<file path="src/rtl/inst_loader_pkg.sv">
// Shared definitions for the instruction loader: state encoding and memory sizing.
// Imported by the loader, the CPU top level and the testbench.
package inst_loader_pkg;

  localparam int DEPTH_DEFAULT  = 64;
  localparam int ADDR_W_DEFAULT = 6;

  typedef enum logic [2:0] {
    ST_IDLE = 3'd0,
    ST_LEN  = 3'd1,
    ST_DATA = 3'd2,
    ST_CSUM = 3'd3,
    ST_DONE = 3'd4,
    ST_ERR  = 3'd5
  } state_t;

endpackage

</file>
<file path="src/rtl/byte_packer.sv">
// Little-endian byte-to-word assembler: a 2-bit byte counter plus a right-shifting
// register, so the first byte of a word lands in bits [7:0] and the fourth in [31:24].
module byte_packer (
  input  logic        clk,
  input  logic        rst,
  input  logic        clear,
  input  logic        byte_en,
  input  logic [7:0]  byte_data,
  output logic        word_last,
  output logic [31:0] word
);

  logic [1:0]  byte_cnt;
  logic [31:0] shreg;

  // The completed word is presented combinationally so the loader can register
  // it in the same cycle the fourth byte is transferred.
  assign word_last = byte_en && (byte_cnt == 2'd3);
  assign word      = {byte_data, shreg[31:8]};

  // NOTE: sequential state uses non-blocking assignments so every register
  // samples pre-edge values, independent of statement order.
  always_ff @(posedge clk or posedge rst) begin
    if (rst) begin
      byte_cnt <= 2'd0;
      shreg    <= 32'd0;
    end else if (clear) begin
      byte_cnt <= 2'd0;
      shreg    <= 32'd0;
    end else if (byte_en) begin
      byte_cnt <= byte_cnt + 2'd1;
      shreg    <= word;
    end
  end

endmodule

</file>
<file path="src/rtl/inst_loader.sv">
// Streams a length-prefixed, checksummed byte image into instruction memory,
// holding the CPU (busy) while the load is in progress.
module inst_loader
  import inst_loader_pkg::*;
#(
  parameter int DEPTH  = DEPTH_DEFAULT,
  parameter int ADDR_W = ADDR_W_DEFAULT
) (
  input  logic              clk,
  input  logic              rst,
  input  logic              start,
  input  logic              byte_valid,
  input  logic [7:0]        byte_data,
  output logic              byte_ready,
  output logic              mem_we,
  output logic [ADDR_W-1:0] mem_addr,
  output logic [31:0]       mem_wdata,
  output logic              busy,
  output logic              done,
  output logic              error
);

  state_t            state;
  logic [ADDR_W-1:0] word_idx;
  logic [7:0]        words_left;
  logic [7:0]        csum;

  logic              xfer;
  logic              can_start;
  logic              pack_clear;
  logic              pack_en;
  logic              word_last;
  logic [31:0]       packed_word;

  assign xfer       = byte_valid && byte_ready;
  assign can_start  = (state == ST_IDLE) || (state == ST_DONE) || (state == ST_ERR);
  assign pack_clear = start && can_start;
  assign pack_en    = xfer && (state == ST_DATA);

  byte_packer u_packer (
    .clk       (clk),
    .rst       (rst),
    .clear     (pack_clear),
    .byte_en   (pack_en),
    .byte_data (byte_data),
    .word_last (word_last),
    .word      (packed_word)
  );

  // byte_ready and busy are registered alongside the state so they change on the
  // same edge the FSM enters or leaves LEN/DATA/CSUM.
  always_ff @(posedge clk or posedge rst) begin
    if (rst) begin
      state      <= ST_IDLE;
      byte_ready <= 1'b0;
      busy       <= 1'b0;
      done       <= 1'b0;
      error      <= 1'b0;
      mem_we     <= 1'b0;
      mem_addr   <= '0;
      mem_wdata  <= 32'd0;
      word_idx   <= '0;
      words_left <= 8'd0;
      csum       <= 8'd0;
    end else begin
      mem_we <= 1'b0;
      case (state)
        ST_IDLE, ST_DONE, ST_ERR: begin
          if (start) begin
            state      <= ST_LEN;
            byte_ready <= 1'b1;
            busy       <= 1'b1;
            done       <= 1'b0;
            error      <= 1'b0;
            word_idx   <= '0;
            words_left <= 8'd0;
            csum       <= 8'd0;
          end
        end

        ST_LEN: begin
          if (xfer) begin
            if (int'(byte_data) > DEPTH) begin
              state      <= ST_ERR;
              error      <= 1'b1;
              byte_ready <= 1'b0;
              busy       <= 1'b0;
            end else if (byte_data == 8'd0) begin
              state <= ST_CSUM;
            end else begin
              state      <= ST_DATA;
              words_left <= byte_data;
            end
          end
        end

        ST_DATA: begin
          if (xfer) begin
            csum <= csum + byte_data;
            // N <= DEPTH <= 2**ADDR_W, so word_idx never reaches DEPTH here.
            if (word_last) begin
              mem_we     <= 1'b1;
              mem_addr   <= word_idx;
              mem_wdata  <= packed_word;
              word_idx   <= word_idx + ADDR_W'(1);
              words_left <= words_left - 8'd1;
              if (words_left == 8'd1) state <= ST_CSUM;
            end
          end
        end

        ST_CSUM: begin
          if (xfer) begin
            byte_ready <= 1'b0;
            busy       <= 1'b0;
            if (byte_data == csum) begin
              state <= ST_DONE;
              done  <= 1'b1;
            end else begin
              state <= ST_ERR;
              error <= 1'b1;
            end
          end
        end

        default: begin
          state      <= ST_IDLE;
          byte_ready <= 1'b0;
          busy       <= 1'b0;
        end
      endcase
    end
  end

endmodule
</file>
<file path="config.mk">
export PLATFORM = sky130hd
export DESIGN_NAME = inst_loader
export DESIGN_NICKNAME = d
export VERILOG_FILES = /design/src/rtl/inst_loader_pkg.sv /design/src/rtl/byte_packer.sv /design/src/rtl/inst_loader.sv
export SDC_FILE = /design/constraint.sdc
export NUM_CORES = 1
export LEC_CHECK = 0
export CAP_MARGIN = 20
export CORE_ASPECT_RATIO = 0.7
export CORE_MARGIN = 2
export CORE_UTILIZATION = 50
export CTS_CLUSTER_SIZE = 16
export DETAILED_ROUTE_END_ITERATION = 12
export HOLD_SLACK_MARGIN = 0.05
export PLACE_DENSITY = 0.79
export SLEW_MARGIN = 10
export SYNTH_ARGS = -nofsm -noshare
export SYNTH_HDL_FRONTEND = slang
export SYNTH_SLANG_ARGS = --single-unit
</file>
<file path="constraint.sdc">
create_clock -name clk -period 5 [get_ports clk]
set_clock_uncertainty 0.1 [all_clocks]
set_input_delay 0.5 -clock clk [delete_from_list [all_inputs] [get_ports clk]]
set_output_delay 0.5 -clock clk [all_outputs]
set_load 0.005 [all_outputs]
</file>
==> impl_metrics.py <==
metrics = {
    "final_layout": {
        "fin_cells": 611,
        "num_antenna_cells": 0,
        "syn2layout_area_growth_pct": 21.08,
        "layout.nets": 526,
        "layout-drive-gt1-share_pct": 8.498,
        "final_cell_area_mm2": 0.005204,
        "fin_util_pct": 61.89,
    },
    "power_and_ir_drop": {
        "powerDensity_mw_per_mm2": 385.8,
        "leakagePower_nw": 2.613,
        "worst_ir_drop_vdd_v": 0.0002230,
    },
    "route": {
        "num_vias": 3419,
        "avgRoutedWirePerCell_um": 16.13,
        "initialDrtViolationCount": 303,
        "dr.pass1.iters": 4,
        "antenna_left": 0,
        "routed_wl_um": 9854,
        "drc": 0,
        "post_drt_via_cell_ratio": 5.596,
    },
    "floorplan": {
        "initial_core_util_pct": 51.12,
        "die_h_um": 81.57,
        "num_io_pins": 55,
        "die_x_um": 114.8,
        "die-area_mm2": 0.009365,
        "coreArea_mm2": 0.008408,
        "rows": 28,
    },
    "critical_path": {
        "cpPeakStageDelay_ns": 0.68,
        "crit_type": "reg -> reg",
        "crit_chain": "nor3b_2 -> nand2_2 -> clkinv_2 -> nand4_2 -> or3_1 -> a21oi_1",
        "cp-end-kind": "flop",
        "required_ns": 5.17,
        "cp_max_fo": 44,
        "slowest_stage": "nor3b_2",
        "arrival_ns": 3.55,
        "crit_path_start_kind": "flop",
    },
    "cts": {
        "cts_tree": "done",
        "post_cts_buffers": 0,
        "clock_path_buffers": 2,
        "hold_buffers": 0,
        "path_clk_slew_ns": 0.06,
        "htree_levels": 3,
        "insertion_delay_ns": 0.34,
        "cts_buffers": 9,
        "postCtsResizedCells": 0,
        "clock_sinks": 93,
        "root_buffer": "clkbuf_16",
    },
    "logic_synthesis": {
        "synthArstFlopShare_pct": 100.0,
        "synth_area_leaders": "dfrtp_1 (54%), nand2_1 (13%), nand3_1 (4.7%)",
        "netlist_area_mm2": 0.004298,
        "synth-seq-area-share_pct": 54.15,
        "synth_most_common_cell": "nand2_1",
        "ys_warn_count": 0,
        "avgSynthCellArea_um2": 9.425,
        "synth.distinct_cells": 49,
        "synth_ff_type": "dfrtp_1",
        "netlist_instances": 456,
        "ys_ff_latch": 93,
        "yosysTopAreaCell": "dfrtp_1",
        "syn_nets": 480,
        "synth_edf_count": 0,
        "synth_common_cells": "nand2_1 (144), dfrtp_1 (93), nand3_1 (40)",
        "synth_top_area_share_pct": 54.15,
    },
    "global_route": {
        "grt-ovfl-total": 0,
        "grt_pass1_vias": 3340,
        "grt_max_degree": 60,
        "grt_pass1_wl_um": 16370,
        "grt_util_all_layers_pct": 22.64,
        "antenna_found_initial": 0,
    },
    "placement": {
        "dp.cells": 594,
        "routabilityCongestion": 0.9544,
        "place_hpwl_um": 6359,
        "placed_area_mm2": 0.004868,
        "numPortBuffers": 54,
    },
    "timing": {
        "final_hold_viol_count": 0,
        "setup_violations": 0,
        "max_freq_mhz": 296.4,
        "slew_viol_final": 0,
        "rsz0062_at_grt": "no",
        "tns_ns": 0,
        "period_needed_ns": 3.374,
        "fin_crit_sh_pct": 67.49,
        "slew-limit-headroom_pct": 53.49,
        "worst_pin_slew_ns": 0.6946,
    },
    "outcome": {
        "outcome": "completed",
    },
    "job": {
        "cap_violations": 0,
    },
    "min_path": {
        "hp-class": "in -> async",
    },
}
through the flow:
| step | power (W) | worst slack [ns] | hold WS [ns] |
|---|---|---|---|
| finish | 0.002008 | 1.626 | 0.3115 |
| global route | 0.002109 | 1.356 | 0.3492 |
| CTS | 0.002005 | 1.664 | 0.3706 |
| detailed placement | 0.001330 | 1.698 | 0.3565 |
| global placement | 0.001310 | 1.878 | 0.3578 |
| floorplan | 0.001227 | 1.980 | 0.3384 |
cells by family (layout without fill, tap and decap cells):
| family | after synthesis | count (layout) | synth area share [%] |
|---|---|---|---|
| and+or+nand+nor | 236 | 236 | 23.93 |
| DFF | 93 | 93 | 54.15 |
| AOI/OAI and AO/OA | 58 | 58 | 8.472 |
| buffers and inverters | 31 | 81 | 3.552 |
| muxes | 17 | 17 | 4.396 |
| adders and majority gates | 12 | 12 | 3.668 |
| xor gates and xnor gates | 9 | 9 | 1.834 |
layout by cell type, fill, tap and decap left out, types with 3 or more instances in the layout:
cell type / Yosys / layout
a21o_1: 4 / 4
a21oi_1: 12 / 12
and3_1: 3 / 3
buf_4: 2 / 3
clkbuf_16: 0 / 9
clkdlybuf4s50_1: 0 / 54
dfrtp_1: 93 / 93
ha_1: 11 / 11
inv_1: 6 / 5
mux2_2: 15 / 15
nand2_1: 144 / 144
nand2b_1: 3 / 3
nand3_1: 40 / 40
nor2_1: 20 / 20
nor2b_1: 3 / 3
nor3_1: 7 / 7
nor4_1: 3 / 3
o21ai_0: 15 / 15
o21ai_1: 8 / 8
xnor2_1: 3 / 3
xor2_1: 6 / 6
path summary, 6_finish.rpt:
path / startpoint / endpoint / slack [ns] / cells past startpoint
worst min register to register: u_packer.shreg[9] / mem_wdata[1] / 0.37 / 2
max in group asynchronous: rst / u_packer.shreg[20] / 3.48 / 4
worst max-delay path: state[1] / word_idx[5] / 1.63 / 6
worst max register to register: state[1] / word_idx[5] / 1.63 / 6
min in group clk: u_packer.shreg[9] / mem_wdata[1] / 0.37 / 2
worst min-delay path: rst / mem_wdata[2] / 0.31 / 2
registers in the layout (all words and copies together) (netlist names):
register	count
mem_wdata	32
u_packer.shreg	24
csum	8
words_left	8
mem_addr	6
word_idx	6
state	3
u_packer.byte_cnt	2
busy	1
done	1
error	1
mem_we	1
area by class of cell:
type / count / area (um2)
multi-input combinational: 332 / 1818
fill: 705 / 3204
clock inverter: 3 / 46.29
tap: 105 / 131.4
sequential: 93 / 2327
inverter: 7 / 28.78
timing repair buffer: 59 / 605.6
clock buffer: 12 / 246.5
where the power goes:
part / leakage, nW / switching [W] / internal [W]
logic: 1.19 / 0.000271 / 0.000167
registers: 1.28 / 0.0000796 / 0.000813
clock network: 0.139 / 0.000278 / 0.000400
total: 2.61 / 0.000628 / 0.00138
routing by layer:
layer | vias to the layer above | track usage (%) | part of all wire, %
li1 | 1620 | - | -
met1 | 1684 | 31.35 | 47
met2 | 98 | 35.27 | 46
met3 | 17 | 5.092 | 5.5
met4 | 0 | 8.795 | 2.0
met5 | - | 0 | 0
critical path: cells and delay by family, from the launching register on:
family                 cells  cell delay, ns
buffers and inverters      1            0.63
AOI/OAI and AO/OA          1            0.14
DFF                        1            0.65
and+or+nand+nor            4            1.76
No activity file was read; power rests on OpenSTA's default activity.
